$ cat src/rtl/core_int_pkg.sv
//------------------------------------------------------------------------------
// Module  : core_int_pkg
// Brief   : Shared types and constants for the core interrupt responder.
// Revision: 1.0 - initial release
//------------------------------------------------------------------------------
`default_nettype none

package core_int_pkg;

  localparam int XLEN_DEF = 32;

  typedef logic [XLEN_DEF-1:0] pc_t;

  typedef enum logic [2:0] {
    ST_IDLE     = 3'd0,
    ST_PENDING  = 3'd1,
    ST_REDIRECT = 3'd2,
    ST_HANDLER  = 3'd3,
    ST_RETURN   = 3'd4
  } core_int_state_t;

endpackage

`default_nettype wire

$ cat src/rtl/core_int_unit.sv
//------------------------------------------------------------------------------
// Module  : core_int_unit
// Brief   : Core-side interrupt responder: takes requests at a retire boundary,
//           redirects fetch to the handler and back on interrupt-return.
// Revision: 1.0 - initial release
//------------------------------------------------------------------------------
`default_nettype none

module core_int_unit
  import core_int_pkg::*;
#(
  parameter int XLEN    = XLEN_DEF,
  parameter int COUNT_W = 16
) (
  input  logic               clk,
  input  logic               rst,
  input  logic               signal_interrupt,
  input  logic [XLEN-1:0]    interrupt_pc,
  output logic               int_accepted,
  output logic               interrupt_serviced,
  input  logic               global_int_en,
  input  logic               commit_valid,
  input  logic [XLEN-1:0]    commit_next_pc,
  input  logic               commit_is_iret,
  output logic               flush,
  output logic               redirect_valid,
  output logic [XLEN-1:0]    redirect_pc,
  input  logic               redirect_ready,
  output logic [XLEN-1:0]    epc,
  output logic               in_handler,
  output logic [COUNT_W-1:0] int_taken_count
);

  core_int_state_t    r_state;
  core_int_state_t    w_state_nxt;
  logic [XLEN-1:0]    r_handler_pc;
  logic [XLEN-1:0]    r_epc;
  logic [COUNT_W-1:0] r_count;

  logic w_capture_req;
  logic w_take;
  logic w_accept;

  assign w_capture_req = (r_state == ST_IDLE) && signal_interrupt;
  // A retiring instruction is the precise boundary only while interrupts are enabled.
  assign w_take        = (r_state == ST_PENDING) && global_int_en && commit_valid;
  assign w_accept      = (r_state == ST_REDIRECT) && redirect_ready;

  always_ff @(posedge clk or posedge rst) begin
    if (rst) begin
      r_state      <= ST_IDLE;
      r_handler_pc <= '0;
      r_epc        <= '0;
      r_count      <= '0;
    end else begin
      r_state <= w_state_nxt;
      if (w_capture_req) r_handler_pc <= interrupt_pc;
      if (w_take)        r_epc        <= commit_next_pc;
      if (w_accept)      r_count      <= r_count + COUNT_W'(1);
    end
  end

  always_comb begin
    w_state_nxt        = r_state;
    flush              = 1'b0;
    redirect_valid     = 1'b0;
    redirect_pc        = '0;
    int_accepted       = 1'b0;
    interrupt_serviced = 1'b0;
    in_handler         = 1'b0;
    case (r_state)
      ST_IDLE: begin
        if (signal_interrupt) w_state_nxt = ST_PENDING;
      end
      ST_PENDING: begin
        if (w_take) begin
          flush       = 1'b1;
          w_state_nxt = ST_REDIRECT;
        end
      end
      ST_REDIRECT: begin
        redirect_valid = 1'b1;
        redirect_pc    = r_handler_pc;
        if (redirect_ready) begin
          int_accepted = 1'b1;
          w_state_nxt  = ST_HANDLER;
        end
      end
      ST_HANDLER: begin
        in_handler = 1'b1;
        if (commit_valid && commit_is_iret) begin
          flush       = 1'b1;
          w_state_nxt = ST_RETURN;
        end
      end
      ST_RETURN: begin
        in_handler     = 1'b1;
        redirect_valid = 1'b1;
        redirect_pc    = r_epc;
        if (redirect_ready) begin
          interrupt_serviced = 1'b1;
          w_state_nxt        = ST_IDLE;
        end
      end
      default: w_state_nxt = ST_IDLE;
    endcase
  end

  assign epc             = r_epc;
  assign int_taken_count = r_count;

endmodule

`default_nettype wire

$ cat config.mk
export PLATFORM = sky130hd
export DESIGN_NAME = core_int_unit
export DESIGN_NICKNAME = d
export VERILOG_FILES = /design/src/rtl/core_int_pkg.sv /design/src/rtl/core_int_unit.sv
export SDC_FILE = /design/constraint.sdc
export NUM_CORES = 1
export LEC_CHECK = 0
export ABC_AREA = 0
export CAP_MARGIN = 20
export CORE_MARGIN = 10
export CORE_UTILIZATION = 42
export DETAILED_ROUTE_END_ITERATION = 8
export PLACE_DENSITY = 0.8
export SYNTH_ARGS = -nofsm -noshare
export SYNTH_HDL_FRONTEND = slang
export SYNTH_SLANG_ARGS = --single-unit
$ cat constraint.sdc
create_clock -name clk -period 3.6 [get_ports clk]
set_input_delay 0.54 -clock clk [delete_from_list [all_inputs] [get_ports clk]]
set_output_delay 0.54 -clock clk [all_outputs]
set_load 0.01 [all_outputs]
# Yosys cells after proc, flatten, opt, wreduce, memory -nomap -nowiden
# Cells that the tools add are included.
classes:
  mux: 15
  n_reduce_logical: 9
  n_addsub: 1
  eq_ne: 9
ops:
  columns: ["operator", "n"]
  rows:
  - ["$pmux 32 s2", 1]
  - ["$add 16x1->16 const B", 1]
  - ["$mux 3", 5]
  - ["$pmux 3 s5", 1]
  - ["$ne 2x2->1 const B", 5]
  - ["$mux 1", 7]
  - ["$eq 3x2->1 const B", 2]
  - ["$logic_and 1x1->1", 5]
  - ["$reduce_and 5->1", 1]
  - ["$reduce_or 2->1", 2]
  - ["$eq 3x1->1 const B", 1]
  - ["$eq 3x3->1 const B", 1]
  - ["$logic_not 3->1", 1]
  - ["$pmux 1 s2", 1]
word_totals:
  inputBits: 71
  register_bits: 83
  word_cells: 38
  output_inout_bits: 85

# Logic depth before layout (Yosys ltp)
# Gate-level depths: netlist of the first run.
logic_depth:
  word_depth: 5
  depth_mapped: 6
  ltp_nobuf: 5

# Least setup slack after synthesis of the first run
# Ideal clock, no wire load.
synth_path:
  path_kind: "reg-to-output"
  start: "reg r_state[0]"
  end: "out redirect_pc[0]"
  slack_ps: 1646
  n_path_buf: 3
  t_arrival_ps: 1414
  path_stages_with_launch: 7
  t_required_ps: 3060
  cell_sequence: "dfrtp_1 -> buf_4 -> nor2_1 -> and2_1 -> clkbuf_1 -> clkbuf_1 -> a22o_1"
synth_between:
  elab_chain_cells: 2
  word_cells_on_any_way: 3
  classes_between: "2 x eq/ne; 1 x mux"
synth_rtl:
  columns: ["item", "line_no", "rtl"]
  rows:
  - ["start: declaration", "core_int_unit.sv:34", "core_int_state_t r_state;"]
  - ["start signal: assignment", "core_int_unit.sv:56", "r_state <= w_state_nxt;"]
  - ["$eq 3x3->1 or $eq 3x2->1 (tied branches)", "core_int_unit.sv:71", "case (r_state)"]
  - ["$pmux 32 s2 *", "core_int_unit.sv:71", null]
  - ["end: declaration", "core_int_unit.sv:27", "output logic [XLEN-1:0] redirect_pc,"]
# Every way passes the cells marked *; elsewhere a longest branch is shown, timed or not.

# Final worst setup path of the first run
layout_path:
  start: "reg r_state[1]"
  end: "out redirect_pc[28]"
# Same word-level chain as after synthesis.

==> impl_metrics.ini, run 1 <==
[route]
wire_per_inst_um = 20.3
vias = 2739
wirelength_um = 10800
drc = 0
antenna_left = 0
via_per_inst = 5.15
drt_iter0_drc = 78
firstDrtPassIters = 4

[worst_setup_path]
crit_slowest_cell = dfrtp_1
critPathCaptureType = output port
slowest_delay_ps = 620
arrival_ps = 2730
crit_chain = nor3b_4 -> buf_4 -> a22o_1 -> clkdlybuf4s50_1
r2r_cells = 4
reg2reg_setup_slack_ps = 1670
worst-path-max-fanout = 21
required_ps = 3060
cp_top_family = buffers and inverters
worstSetupPathType = flop to output port
cp_num_buf_inv = 2
r2r_start = r_state[2]
reg2reg_to = int_taken_count[15]
cp-start-kind = flop

[cts]
clkTransAtPathRegs_ps = 90
cts_tree = built
cts_hold_buf = 0
clockBufferDepth = 2
clock_latency_ps = 350
htree_num_levels = 3
cts-root-buf = clkbuf_8
cts_setup_buffers = 0
cts_sinks = 83
cts_resized = 0
numCtsBuffers = 9

[yosys]
seq_area_frac_synth = 0.572
synth_area_sq_um = 3630
synth-warning-count = 0
yosys-mux-area-fraction = 0.202
synth-compound-area-share = 0.0865
synth_flop_cell = dfrtp_1
ys_seq_elements = 83
synth_edf_count = 0
synth_top_family_by_area = multiplexers
async_flop_share = 1.00
synth_fp_nets = 336
synth_simple_gate_area_frac = 0.0748
syn_inst = 264
synth_fa_ha_area_frac = 0.00345
syn_area_per_cell_sq_um = 13.7
synth-xor-area-share = 0.0362
yosysUniqueCellTypes = 31

[power_and_ir_drop]
ir_worst_vdd_mv = 0.418
power_uw = 4070
p_sw_frac = 0.316
p_int_uw = 2790
comb_power_share = 0.404
pwr-share-clk = 0.185
p_sw_uw = 1290
p_per_area_nw_per_um2 = 733
pwr-share-seq = 0.410
p_leak_uw = 0.00229

[placed_design]
gp_congestion = 0.744
placed_cells = 516
io_buffers = 155
hpwl_um = 8250

[timing]
clock.fmax_ghz = 0.306
whs_ps = 480
final.setup.tns_ps = 0
final-setup-viol-count = 0
relSlewSlack = 0.417
clock_skew_ps = 12.4
worst_pin_slew_ps = 874
fin_crit_ps = 3270
final_hold_viol_count = 0
rsz0062_at_grt = no
drv_slew = 0
period_share = 0.908

[die]
core-area_sq_um = 8300
die_w_um = 113
rows = 33
start_util = 0.437
die_y_um = 113
io_pins = 156
dieArea_sq_um = 12800

[flow_run]
maxCapViolations = 0

[global_route]
grt_pass1_wl_um = 17100
grt_remaining_overflow = 0
antenna_found_initial = 0
grt_usage = 0.167
grt_start_max_net_pins = 51
grt_pass1_vias = 3109

[final_layout]
num_antenna_cells = 0
fin_nets = 494
fin_cells = 532
area_growth_pct = 53.0
drive_gt1_frac = 0.225

[worst_hold_path]
hold_end = int_taken_count[15]
hp-start = int_taken_count[15]
hold_class = flop to flop
hold_path_depth = 1

[status]
status = finished clean
==> worst reg2reg max path, stage by stage (launching register included) <==
cell and delay (ps):
dfrtp_1 570, nand4bb_4 350, nor3_1 560, nand4_1 200, xnor2_1 160
==> power by group through the flow <==
stage	Sequential (uW)	Combinational (uW)	Clock (uW)
2_1_floorplan	1650	771	0
3_5_place_dp	1680	1660	0
3_3_place_gp	1680	1620	0
5_1_grt	1730	1770	814
4_1_cts	1680	1680	775
6_report	1670	1650	755
==> registers in the layout, summed over array words and instances, names as in the netlist <==
name             flops
epc                 32
int_taken_count     16
r_handler_pc        32
r_state              3
==> cell usage after synthesis, drive strengths merged, types with 2 or more instances <==
cell type | n | area share
and3 | 2 | 0.0034
a22o | 32 | 0.077
and2 | 2 | 0.0034
nand3 | 6 | 0.0083
nand4 | 4 | 0.0069
buf | 9 | 0.015
clkbuf | 7 | 0.0072
nor3b | 2 | 0.0069
xor2 | 5 | 0.012
nor3 | 3 | 0.0055
dfrtp | 83 | 0.57
nand2 | 13 | 0.013
nor2 | 6 | 0.0062
xnor2 | 10 | 0.024
mux2 | 65 | 0.20
inv | 3 | 0.0031
==> cells by family (layout without fill, tap and decap cells) <==
family                     Yosys count  after routing
buffers and inverters               19            182
and+or+nand+nor                     44             44
muxes                               65             65
DFF                                 83             83
xor gates and xnor gates            15             15
adders and majority gates            1              1
AOI/OAI and AO/OA                   37             37
==> per-stage QoR <==
step / instance area [sq um] / utilization / worst slack (ps)
detailed placement: 5330 / 0.642 / 755
global route: 5550 / 0.669 / 207
finish: 5550 / 0.669 / 331
CTS: 5550 / 0.669 / 326
floorplan: 3630 / - / 923
global placement: 5330 / 0.642 / 843
==> metal layers <==
metal / track usage / wire, um
met1: 0.187 / 4300
met2: 0.269 / 5130
met3: 0.0961 / 1290
met4: 0.0406 / 69
met5: 0 / 0
==> cell type report <==
| cell class | count | area, sq um |
|---|---|---|
| well taps | 105 | 131 |
| repair buffers | 163 | 1620 |
| clock inverters | 5 | 85.1 |
| multi-input cells | 162 | 1480 |
| fillers | 634 | 2750 |
| flip-flops and latches | 83 | 2080 |
| clock buffers | 11 | 141 |
| inverters | 3 | 12.5 |
==> worst max-delay path by stage <==
stage	startpoint	to	slack, ps	cells after the start
global placement	r_state[1]	redirect_pc[4]	840	4
finish	r_state[1]	redirect_pc[28]	330	4
floorplan	rst	epc[0]	920	1
CTS	r_state[1]	redirect_pc[28]	330	4
detailed placement	r_state[1]	redirect_pc[28]	750	4
global route	r_state[1]	redirect_pc[0]	210	4
==> cell usage in the layout, fill, tap and decap left out, types with 2 or more instances in the layout <==
| master | count |
|---|---|
| xor2_1 | 5 |
| xnor2_1 | 10 |
| nor2_1 | 6 |
| nand4_1 | 4 |
| nor3b_4 | 2 |
| nand3_1 | 6 |
| nor3_1 | 2 |
| bufinv_16 | 2 |
| clkbuf_8 | 10 |
| a22o_1 | 32 |
| mux2_2 | 65 |
| dfrtp_1 | 83 |
| buf_4 | 7 |
| and2_1 | 2 |
| clkdlybuf4s50_1 | 155 |
| nand2_1 | 13 |
| and3_1 | 2 |
| inv_1 | 2 |
(Power assumes the default switching activity.)
==> run 2: changes to the inputs <==
--- a/config.mk
+++ b/config.mk
@@ -5,7 +5,6 @@
 export SDC_FILE = /design/constraint.sdc
 export NUM_CORES = 1
 export LEC_CHECK = 0
-export ABC_AREA = 0
 export CAP_MARGIN = 20
 export CORE_MARGIN = 10
 export CORE_UTILIZATION = 42
==> results of run 2 <==
Same layout as run 1: the final DEF is identical, and so are final timing and power.
